[src/rtl/sigmacore_retire_trace_if.sv]
`default_nettype none
// ============================================================================
// Module      : sigmacore_retire_trace_if
// Description : Snoop strobes from the core plus the record drain stream.
// Revision    : 1.0 - initial release
// ============================================================================
interface sigmacore_retire_trace_if #(
    parameter int SEQ_W = 16
);
    logic             reg_write;
    logic             mem_write;
    logic [31:0]      pc_in;
    logic [31:0]      instr_in;
    logic [31:0]      wb_data;
    logic [31:0]      st_addr;
    logic [31:0]      st_data;
    logic             out_valid;
    logic             out_ready;
    logic [1:0]       out_kind;
    logic [31:0]      out_pc;
    logic [31:0]      out_tag;
    logic [31:0]      out_value;
    logic [SEQ_W-1:0] out_seq;

    modport master (
        output reg_write, mem_write, pc_in, instr_in, wb_data, st_addr, st_data,
        output out_ready,
        input  out_valid, out_kind, out_pc, out_tag, out_value, out_seq
    );

    modport slave (
        input  reg_write, mem_write, pc_in, instr_in, wb_data, st_addr, st_data,
        input  out_ready,
        output out_valid, out_kind, out_pc, out_tag, out_value, out_seq
    );
endinterface
`default_nettype wire

[src/rtl/sigmacore_retire_trace.sv]
`default_nettype none
// ============================================================================
// Module      : sigmacore_retire_trace
// Description : Retire-trace capture; packs WB/STORE events into a FIFO.
// Revision    : 1.0 - initial release
// ============================================================================
module sigmacore_retire_trace #(
    parameter int DEPTH     = 16,
    parameter bit FILTER_X0 = 1'b1,
    parameter int SEQ_W     = 16
) (
    input  wire logic                  clk,
    input  wire logic                  reset,
    input  wire logic                  trace_en,
    sigmacore_retire_trace_if.slave    bus,
    output logic [$clog2(DEPTH):0]     level,
    output logic                       overflow,
    output logic                       protocol_err,
    output logic [15:0]                drop_count
);
    localparam int c_ptr_w = $clog2(DEPTH);
    localparam int c_lvl_w = c_ptr_w + 1;
    localparam int c_rec_w = 2 + 32 + 32 + 32 + SEQ_W;
    localparam logic [c_lvl_w-1:0] c_full_lvl = c_lvl_w'(DEPTH);
    localparam logic [1:0] c_kind_wb = 2'b01;
    localparam logic [1:0] c_kind_st = 2'b10;

    logic [c_rec_w-1:0] r_mem [0:DEPTH-1];
    logic [c_ptr_w-1:0] r_wr_ptr;
    logic [c_ptr_w-1:0] r_rd_ptr;
    logic [c_lvl_w-1:0] r_level;
    logic [SEQ_W-1:0]   r_seq;
    logic               r_overflow;
    logic               r_protocol_err;
    logic [15:0]        r_drop_count;

    logic [4:0]         w_rd;
    logic               w_wb_evt;
    logic               w_st_evt;
    logic               w_evt;
    logic               w_valid;
    logic               w_pop;
    logic               w_full;
    logic               w_push;
    logic               w_drop;
    logic               w_collide;
    logic [c_rec_w-1:0] w_new_rec;
    logic [c_rec_w-1:0] w_head;
    logic               w_unused_instr;

    assign w_rd           = bus.instr_in[11:7];
    assign w_unused_instr = ^{bus.instr_in[31:12], bus.instr_in[6:0]};

    // A store colliding with a write-back is never captured and never counted as a drop.
    assign w_wb_evt  = trace_en && bus.reg_write && !(FILTER_X0 && (w_rd == 5'd0));
    assign w_st_evt  = trace_en && bus.mem_write && !bus.reg_write;
    assign w_evt     = w_wb_evt || w_st_evt;
    assign w_collide = trace_en && bus.reg_write && bus.mem_write;

    assign w_valid = (r_level != '0);
    assign w_full  = (r_level == c_full_lvl);
    assign w_pop   = w_valid && bus.out_ready;
    assign w_push  = w_evt && (!w_full || w_pop);
    assign w_drop  = w_evt && w_full && !w_pop;

    assign w_new_rec = w_wb_evt ? {c_kind_wb, bus.pc_in, {27'b0, w_rd}, bus.wb_data, r_seq}
                                : {c_kind_st, bus.pc_in, bus.st_addr, bus.st_data, r_seq};

    always_ff @(posedge clk) begin
        if (w_push) begin
            r_mem[r_wr_ptr] <= w_new_rec;
        end
    end

    always_ff @(posedge clk) begin
        if (reset) begin
            r_wr_ptr       <= '0;
            r_rd_ptr       <= '0;
            r_level        <= '0;
            r_seq          <= '0;
            r_overflow     <= 1'b0;
            r_protocol_err <= 1'b0;
            r_drop_count   <= '0;
        end else begin
            if (w_push) begin
                r_wr_ptr <= r_wr_ptr + 1'b1;
                r_seq    <= r_seq + 1'b1;
            end
            if (w_pop) begin
                r_rd_ptr <= r_rd_ptr + 1'b1;
            end
            case ({w_push, w_pop})
                2'b10:   r_level <= r_level + 1'b1;
                2'b01:   r_level <= r_level - 1'b1;
                default: r_level <= r_level;
            endcase
            if (w_drop) begin
                r_overflow <= 1'b1;
                if (r_drop_count != 16'hFFFF) begin
                    r_drop_count <= r_drop_count + 1'b1;
                end
            end
            if (w_collide) begin
                r_protocol_err <= 1'b1;
            end
        end
    end

    // Head entry is zero-masked while empty so reset and idle outputs read as 0.
    assign w_head = w_valid ? r_mem[r_rd_ptr] : '0;

    assign bus.out_valid = w_valid;
    assign bus.out_kind  = w_head[c_rec_w-1 -: 2];
    assign bus.out_pc    = w_head[SEQ_W+95 -: 32];
    assign bus.out_tag   = w_head[SEQ_W+63 -: 32];
    assign bus.out_value = w_head[SEQ_W+31 -: 32];
    assign bus.out_seq   = w_head[SEQ_W-1:0];

    assign level        = r_level;
    assign overflow     = r_overflow;
    assign protocol_err = r_protocol_err;
    assign drop_count   = r_drop_count;
endmodule
`default_nettype wire

[src/flat_wrapper.sv]
// flat-port wrapper written by rule: the top's interface ports become plain ports
module sigmacore_retire_trace_flat 
#(
    parameter int DEPTH     = 16,
    parameter bit FILTER_X0 = 1'b1,
    parameter int SEQ_W     = 16
)
  (clk, reset, trace_en, level, overflow, protocol_err, drop_count, bus_reg_write, bus_mem_write, bus_pc_in, bus_instr_in, bus_wb_data, bus_st_addr, bus_st_data, bus_out_ready, bus_out_valid, bus_out_kind, bus_out_pc, bus_out_tag, bus_out_value, bus_out_seq);
  sigmacore_retire_trace_if #(.SEQ_W(SEQ_W)) bus_i ();
  input  wire logic clk;
  input  wire logic reset;
  input  wire logic trace_en;
  output logic [$clog2(DEPTH):0] level;
  output logic overflow;
  output logic protocol_err;
  output logic [15:0] drop_count;
  input wire logic [$bits(bus_i.reg_write)-1:0] bus_reg_write;
  input wire logic [$bits(bus_i.mem_write)-1:0] bus_mem_write;
  input wire logic [$bits(bus_i.pc_in)-1:0] bus_pc_in;
  input wire logic [$bits(bus_i.instr_in)-1:0] bus_instr_in;
  input wire logic [$bits(bus_i.wb_data)-1:0] bus_wb_data;
  input wire logic [$bits(bus_i.st_addr)-1:0] bus_st_addr;
  input wire logic [$bits(bus_i.st_data)-1:0] bus_st_data;
  input wire logic [$bits(bus_i.out_ready)-1:0] bus_out_ready;
  output wire logic [$bits(bus_i.out_valid)-1:0] bus_out_valid;
  output wire logic [$bits(bus_i.out_kind)-1:0] bus_out_kind;
  output wire logic [$bits(bus_i.out_pc)-1:0] bus_out_pc;
  output wire logic [$bits(bus_i.out_tag)-1:0] bus_out_tag;
  output wire logic [$bits(bus_i.out_value)-1:0] bus_out_value;
  output wire logic [$bits(bus_i.out_seq)-1:0] bus_out_seq;
  assign bus_i.reg_write = bus_reg_write;
  assign bus_i.mem_write = bus_mem_write;
  assign bus_i.pc_in = bus_pc_in;
  assign bus_i.instr_in = bus_instr_in;
  assign bus_i.wb_data = bus_wb_data;
  assign bus_i.st_addr = bus_st_addr;
  assign bus_i.st_data = bus_st_data;
  assign bus_i.out_ready = bus_out_ready;
  assign bus_out_valid = bus_i.out_valid;
  assign bus_out_kind = bus_i.out_kind;
  assign bus_out_pc = bus_i.out_pc;
  assign bus_out_tag = bus_i.out_tag;
  assign bus_out_value = bus_i.out_value;
  assign bus_out_seq = bus_i.out_seq;
  sigmacore_retire_trace #(.DEPTH(DEPTH), .FILTER_X0(FILTER_X0), .SEQ_W(SEQ_W)) u_core (.clk(clk), .reset(reset), .trace_en(trace_en), .bus(bus_i), .level(level), .overflow(overflow), .protocol_err(protocol_err), .drop_count(drop_count));
endmodule
[config.mk]
export PLATFORM = sky130hd
export DESIGN_NAME = sigmacore_retire_trace_flat
export DESIGN_NICKNAME = d
export VERILOG_FILES = /design/src/rtl/sigmacore_retire_trace_if.sv /design/src/rtl/sigmacore_retire_trace.sv /design/src/flat_wrapper.sv
export SDC_FILE = /design/constraint.sdc
export NUM_CORES = 1
export LEC_CHECK = 0
export ABC_AREA = 1
export CORE_MARGIN = 4
export CORE_UTILIZATION = 40
export DETAILED_ROUTE_END_ITERATION = 7
export HOLD_SLACK_MARGIN = 0.08
export PLACE_DENSITY = 0.62
export SETUP_SLACK_MARGIN = 0.02
export SLEW_MARGIN = 40
export SYNTH_ARGS = -nofsm -noshare
export SYNTH_HDL_FRONTEND = slang
export SYNTH_SLANG_ARGS = --single-unit
[constraint.sdc]
create_clock -name clk -period 12.4 [get_ports clk]
set_input_delay 1.24 -clock clk [delete_from_list [all_inputs] [get_ports clk]]
set_output_delay 1.24 -clock clk [all_outputs]
set_load 0.03 [all_outputs]
Word level (Yosys, flattened, before mapping)
Memory sizes are Yosys's and may differ from the RTL's. A register that Yosys moved wholly into a read port is not among the register bits.
Cells that the tools add are included.
Widths: inputs -> output; s select.
{"block": "classes", "n_addsub": 6, "eq_ne": 4, "mux": 7, "n_reduce_logical": 19}
{"op": "$mux 114", "count": 2}
{"op": "$add 16x1->16 const B", "count": 2}
{"op": "$ne 16x16->1 const B", "count": 1}
{"op": "$pmux 5 s2", "count": 1}
{"op": "$logic_and 1x1->1", "count": 9}
{"op": "$add 4x1->4 const B", "count": 2}
{"op": "$mux 4", "count": 2}
{"op": "$add 5x1->5 const B", "count": 1}
{"op": "$eq 5x5->1 const B", "count": 1}
{"op": "$logic_not 5->1", "count": 1}
{"op": "$reduce_bool 5->1", "count": 1}
{"op": "$sub 5x1->5 const B", "count": 1}
{"op": "$logic_not 1->1", "count": 4}
{"op": "$eq 2x1->1 const B", "count": 1}
{"op": "$eq 2x2->1 const B", "count": 1}
{"op": "$logic_or 1x1->1", "count": 2}
{"op": "$mux 1", "count": 2}
{"op": "$reduce_and 2->1", "count": 1}
{"op": "$reduce_bool 2->1", "count": 1}
{"block": "totals", "ff_bits": 47, "ramBits": 1824, "input_bits": 166, "wordCells": 44, "mem_count": 1}
{"name": "u_core.r_mem", "words": 16, "word_bits": 114, "read_ports": 1, "rd_ports_with_merged_regs": 1, "write_ports": 1, "line_no": "sigmacore_retire_trace.sv:28", "source": "logic [c_rec_w-1:0] r_mem [0:DEPTH-1];"}

Depth between registers and ports, before layout
Gate-level depths: netlist of the first run.
{"block": "depth", "depth_word": 7, "depth_mapped": 17}

Worst setup path before layout of the first run
No wires, ideal clock.
{"block": "synth_path", "path_type": "input port to flip-flop", "start": "input port bus_instr_in[11]", "end": "memory u_core.r_mem[11][0] in the netlist's numbering, enable pin", "setup_time_ns": 0.588, "t_arrival_ns": 6.647, "required_time_ns": 11.812, "path_slack_ns": 5.164, "cell_stages": 8, "path_buffers": 0, "cell_sequence": "inv_1 > nand3_1 > nand2_2 > nand2_1 > nand2_2 > inv_2 > nand2_1 > nor2_1"}
{"block": "synth_between", "elab_chain_cells": 7}
{"item": "from (decl)", "line_no": "flat_wrapper.sv:20", "source": "input wire logic [$bits(bus_i.instr_in)-1:0] bus_instr_in;"}
{"item": "$logic_not 5->1", "line_no": "sigmacore_retire_trace.sv:55", "source": "assign w_wb_evt = trace_en && bus.reg_write && !(FILTER_X0 && (w_rd == 5'd0));"}
{"item": "$logic_not 1->1", "line_no": "sigmacore_retire_trace.sv:55"}
{"item": "$logic_and 1x1->1", "line_no": "sigmacore_retire_trace.sv:55"}
{"item": "$logic_or 1x1->1", "line_no": "sigmacore_retire_trace.sv:57", "source": "assign w_evt = w_wb_evt || w_st_evt;"}
{"item": "$logic_and 1x1->1", "line_no": "sigmacore_retire_trace.sv:63", "source": "assign w_push = w_evt && (!w_full || w_pop);"}
{"item": "$mux 1", "line_no": "sigmacore_retire_trace.sv:70", "source": "if (w_push) begin"}
{"item": "$mux 1 (implied by the code)", "line_no": "sigmacore_retire_trace.sv:71", "source": "r_mem[r_wr_ptr] <= w_new_rec;"}
{"item": "to (decl)", "line_no": "sigmacore_retire_trace.sv:28"}
Every way passes these cells.

==> results.toml, run 1 <==
[outcome]
outcome = "finished clean"

[timing]
drv_slew = 0
finalHoldViolCount = 0
worst_pin_slew_ns = 0.880
whs_ns = 0.448
fin_setup_tns_ns = 0
fin_crit_sh = 0.548
rsz0062_at_grt = "no"
maxSlewHeadroom = 0.413
max_freq_mhz = 147
setup_violations = 0
finClkSkew_ns = 0.0397
min_period_ns = 6.79

[clocking]
cts_root_buf = "clkbuf_16"
holdBufCountCts = 0
cts-htree-levels = 4
insertion_delay_ns = 0.84
cts_made_buffers = 193
tritoncts = "done"
cts.clk_slew.worst_paths_ns = 0.06
cts.sinks = 1875
cts_buffer_depth = 3
cts_setup_buffers = 0
cts.repair.resized = 0

[detailed_routing]
vias = 46700
finalWirelength_mm = 200
drt-wirelength-per-cell_um = 24.7
drtIter0Drc = 4965
first_pass_iters = 6
drt-vias-per-instance = 5.77
drc_errors = 0
drt.antenna.violating_nets = 0

[grt]
antenna_found_initial = 7
track_usage = 0.203
grt_overflow_total = 0
grt_pass1_vias = 45600
grt_max_degree = 208
grt_pass1_wl_mm = 294

[pwr]
p_leak_uw = 0.0267
power_density_nw_per_um2 = 201
vdd_ir_drop_max_mv = 0.167

[floorplan]
num_rows = 156
die_x_um = 436
die-area_sq_um = 190000
initial_core_util = 0.404
fp.dieH_um = 436
coreArea_sq_um = 182000
io_pins = 304

[critical_path]
worst-path-max-fanout = 86
arrival_ns = 5.55
critPathLaunchType = "flop"
rr_startpoint = "u_core.level[0]$_SDFFE_PP0P_"
crit_path_end_kind = "output port"
reg2regPathDepth = 10
crit_type = "flop to output port"
ff2ff_setup_slack_ns = 8.30
r2r_end = "u_core.r_mem[7][59]$_DFFE_PP_"
worstPathRequired_ns = 11.16

[synthesis]
yosysTopAreaCell = "edfxtp_1"
avgSynthCellArea_sq_um = 13.6
synth_area_sq_um = 73400
synth_seq_area_share = 0.760
synth.distinct_cells = 34
ys_ff_latch = 1875
synth.top_cell.area_share = 0.746
ys_warn_count = 0
synth_area_leaders = "edfxtp_1 75%, o21ai_0 6.4%, nor2_1 5.1%"
syn-num-nets = 5581
synth_cells = 5406

[worst_hold_path]
hold_class = "flop to flop"
worstHoldPathCells = 2
hold_path_end = "u_core.protocol_err$_SDFFE_PP0P_"
min_from = "u_core.protocol_err$_SDFFE_PP0P_"

[final_layout]
nets = 5752
final_cell_mix = "1824 x edfxtp_1, 950 x nor2_1, 941 x o21ai_0"
final_area_sq_um = 85100
final_common_cell = "edfxtp_1"
drive_above_1_share = 0.0736
areaGrowthSynthToFinish_pct = 15.9

[placement]
gp_congestion = 0.745
portBuffers = 276
placed_cell_area_sq_um = 79000
dp_hpwl_mm = 98.7

[job]
max_cap_viol_count = 0
==> cells by family after synthesis <==
kind of cell               after synthesis  share of synthesized area
buffers and inverters                  501                     0.0282
xor gates and xnor gates                 8                   0.000955
and+or+nand+nor                       1337                     0.0716
DFF                                   1875                      0.760
AOI/OAI and AO/OA                     1676                      0.138
adders and majority gates                9                    0.00153
==> per-stage QoR <==
step           setup slack (ns)  utilization  cells  total power, uW
2_1_floorplan              5.16            -   5406             9990
3_3_place_gp               5.74        0.431   7722            11700
3_5_place_dp               6.31        0.435   7749            11800
4_1_cts                    5.37        0.468   8097            17200
5_1_grt                    5.26        0.469   8102            17800
6_report                   5.61        0.469   8102            17100
==> final cells by class <==
| class | count | area [sq um] |
|---|---|---|
| Clock buffer | 243 | 5020 |
| Inverter | 95 | 399 |
| Clock inverter | 105 | 928 |
| Multi-Input combinational cell | 3030 | 15700 |
| Timing Repair Buffer | 382 | 4250 |
| Sequential cell | 1875 | 55800 |
| Antenna cell | 2 | 5.00 |
| Fill cell | 15700 | 96400 |
| Tap cell | 2370 | 2970 |
==> per-layer routing <==
metal / GRT usage / part of all wire / vias up
met3: 0.0344 / 0.069 / 336
met1: 0.280 / 0.43 / 23600
met2: 0.332 / 0.48 / 1833
met4: 0.0619 / 0.026 / 2
met5: 0 / 0.000035 / -
li1: - / - / 20900
==> worst max path at each step <==
stage	from	to	slack [ns]	depth (start not counted)
5_1_grt	flop	bus_out_pc[17]	5.26	10
2_1_floorplan	bus_instr_in[11]	u_core.r_mem[11][0]$_DFFE_PP_	5.16	8
3_5_place_dp	flop	bus_out_seq[10]	6.31	10
6_report	flop	bus_out_tag[12]	5.61	8
4_1_cts	flop	bus_out_seq[10]	5.37	10
3_3_place_gp	flop	bus_out_tag[14]	5.74	8
==> registers in the layout, indices dropped and copies added, names as in the netlist, named ones only <==
register	count
u_core.r_wr_ptr	4
u_core.r_mem	1824
u_core.protocol_err	1
u_core.drop_count	16
u_core.level	5
u_core.r_seq	16
u_core.r_rd_ptr	4
u_core.overflow	1
==> critical path, cell delays in order, from the launching register on <==
cell and delay, ns:
dfxtp_4 0.67, buf_4 0.70, buf_4 0.80, buf_6 0.67
o21ai_0 0.20, o221ai_1 0.24, o211ai_1 0.12, a21oi_1 0.48
clkdlybuf4s50_1 0.78
==> where the power goes <==
group          internal [uW]  switching [uW]
Combinational           1330            3130
Clock                   3080            2410
Sequential              7080            65.3
==> cells in the mapped netlist, drive strengths merged <==
library cell and n:
nand3 127, clkbuf 288, xnor2 1, dfxtp 51, ha 9, nor3b 2
clkinv 5, a21oi 148, o221ai 329, nor4 3, nand3b 1, nor2 995
inv 90, nand2 186, o21bai 1, o22ai 127, xor2 7, o21ai 942
nand4 8, buf 118, a31oi 2, edfxtp 1824, o211ai 127, nor3 15
No activity file was read; power rests on OpenSTA's default activity.
==> run 2, diff against run 1 <==
--- a/config.mk
+++ b/config.mk
@@ -10,7 +10,7 @@
 export CORE_UTILIZATION = 40
 export DETAILED_ROUTE_END_ITERATION = 7
 export HOLD_SLACK_MARGIN = 0.08
-export PLACE_DENSITY = 0.62
+export PLACE_DENSITY = 0.65
 export SETUP_SLACK_MARGIN = 0.02
 export SLEW_MARGIN = 40
 export SYNTH_ARGS = -nofsm -noshare
==> constraint.sdc (replaced) <==
create_clock -name clk -period 5.9 [get_ports clk]
set_input_delay 0.59 -clock clk [delete_from_list [all_inputs] [get_ports clk]]
set_output_delay 0.59 -clock clk [all_outputs]
set_load 0.03 [all_outputs]
==> run 2 against run 1 <==
Effect of this change: core utilization decreased by 0.17 points; register-to-register slack got worse by 5.4 ns; sequential cell count stayed put; via count is 0.83% lower; highest routed layer unchanged; setup slack got worse by 4.8 ns; die area unchanged; combinational power increased by 110%; largest power group unchanged; largest cell class unchanged; first-iteration DRC count shrank 4.3%.
==> results.toml, run 2 (synthesis gave the netlist of run 1 again) <==
[final_layout]
seq_area_sq_um = 55800
largest-register = "u_core.r_mem"
drive_above_1_share = 0.0714
final_cells = 8071
final_cell_mix = "1824 x edfxtp_1, 950 x nor2_1, 941 x o21ai_0"
nets = 5723
largest_register_ffs = 1824
final_common_cell = "edfxtp_1"
fillers = 15700
multiInputGateArea_sq_um = 15700
areaGrowthSynthToFinish_pct = 15.5
final_area_sq_um = 84800

[detailed_routing]
drt.antenna.violating_nets = 0
top_layer_used = "met5"
vias = 46300
first_pass_iters = 6
drt-wirelength-per-cell_um = 24.3
drc_errors = 0
met3_length_mm = 13.4
wl_met2_mm = 96.4
finalWirelength_mm = 196
drtIter0Drc = 4751
drt-vias-per-instance = 5.74
drt-met1-wl_mm = 81.4

[clocking]
cts_root_buf = "clkbuf_16"
cts-htree-levels = 4
cts_setup_buffers = 0
cts_buffer_depth = 3
cts.clk_slew.worst_paths_ns = 0.06
cts_made_buffers = 186
holdBufCountCts = 0
tritoncts = "done"
cts.repair.resized = 0
insertion_delay_ns = 0.81
cts.sinks = 1875

[floorplan]
num_rows = 156
die_x_um = 436
initial_core_util = 0.404
die-area_sq_um = 190000
coreArea_sq_um = 182000
io_pins = 304
fp.dieH_um = 436

[grt]
grt_pass1_vias = 45600
grt_overflow_total = 0
antenna_found_initial = 3
grt_max_degree = 204
grt_pass1_wl_mm = 290
track_usage = 0.200

[critical_path]
critPathLaunchType = "flop"
crit_type = "flop to output port"
crit_path_end_kind = "output port"
worstPathRequired_ns = 5.31
worst-path-max-fanout = 176
arrival_ns = 4.54

[timing]
maxSlewHeadroom = 0.391
max_freq_mhz = 195
drv_slew = 0
rsz0062_at_grt = "no"
finalHoldViolCount = 0
finClkSkew_ns = 0.0421
setup_violations = 0
fin_crit_sh = 0.870
worst_pin_slew_ns = 0.913
min_period_ns = 5.13

[worst_hold_path]
hold_class = "input port to flop"

[pwr]
vdd_ir_drop_max_mv = 0.327
p_leak_uw = 0.0265
power_density_nw_per_um2 = 423

[placement]
placed_cell_area_sq_um = 78800
portBuffers = 276
gp_congestion = 0.740
dp_hpwl_mm = 91.9
dp.cells = 7729

[job]
max_cap_viol_count = 0

[outcome]
outcome = "finished clean"
==> run 2: power breakdown <==
part / leakage, uW / switching [uW] / internal, uW
combinational: 0.00665 / 6560 / 2830
sequential: 0.0170 / 162 / 14900
clock: 0.00287 / 4960 / 6460
total: 0.0265 / 11700 / 24200
==> run 2: critical path, cell delays in order, from the launching register on <==
cell             delay [ns]
dfxtp_4                0.78
buf_4                  0.39
buf_12                 0.45
o21ai_0                0.22
o221ai_1               0.26
o211ai_1               0.13
a21oi_1                0.44
clkdlybuf4s50_1        0.78
==> run 2: path summary, 6_finish.rpt <==
| path | start | depth (start not counted) | slack [ns] | endpoint |
|---|---|---|---|---|
| max | flop | 7 | 0.77 | bus_out_tag[2] |
| min | bus_mem_write | 3 | 0.37 | u_core.protocol_err$_SDFFE_PP0P_ |
| max reg2reg | u_core.level[0]$_SDFFE_PP0P_ | 9 | 2.91 | u_core.r_mem[3][39]$_DFFE_PP_ |
| min reg2reg | u_core.r_rd_ptr[3]$_SDFFE_PP0N_ | 2 | 0.45 | flop |
==> run 2: final cells by class <==
| cell class | count | area share |
|---|---|---|
| Clock buffer | 241 | 0.0589 |
| Sequential cell | 1875 | 0.658 |
| Inverter | 95 | 0.00477 |
| Multi-Input combinational cell | 3030 | 0.186 |
| Tap cell | 2370 | 0.0350 |
| Timing Repair Buffer | 360 | 0.0472 |
| Antenna cell | 3 | 0.0000885 |
| Clock inverter | 97 | 0.0103 |
==> run 2: through the flow <==
stage / total power [uW] / utilization / hold WS [ns] / TNS (ns) / worst slack [ns]
2_1_floorplan: 21000 / - / 0.436 / -1159.83 / -0.792
3_3_place_gp: 24500 / 0.434 / 0.447 / 0 / 1.63
3_5_place_dp: 24800 / 0.434 / 0.445 / 0 / 1.62
4_1_cts: 36100 / 0.467 / 0.305 / 0 / 0.706
5_1_grt: 37400 / 0.467 / 0.346 / 0 / 0.655
6_report: 35800 / 0.467 / 0.367 / 0 / 0.767
==> run 2: layer usage <==
metal	GRT usage	vias to the layer above
met5	0	-
met4	0.0620	2
met3	0.0327	283
met2	0.337	1811
met1	0.265	23400
li1	-	20900
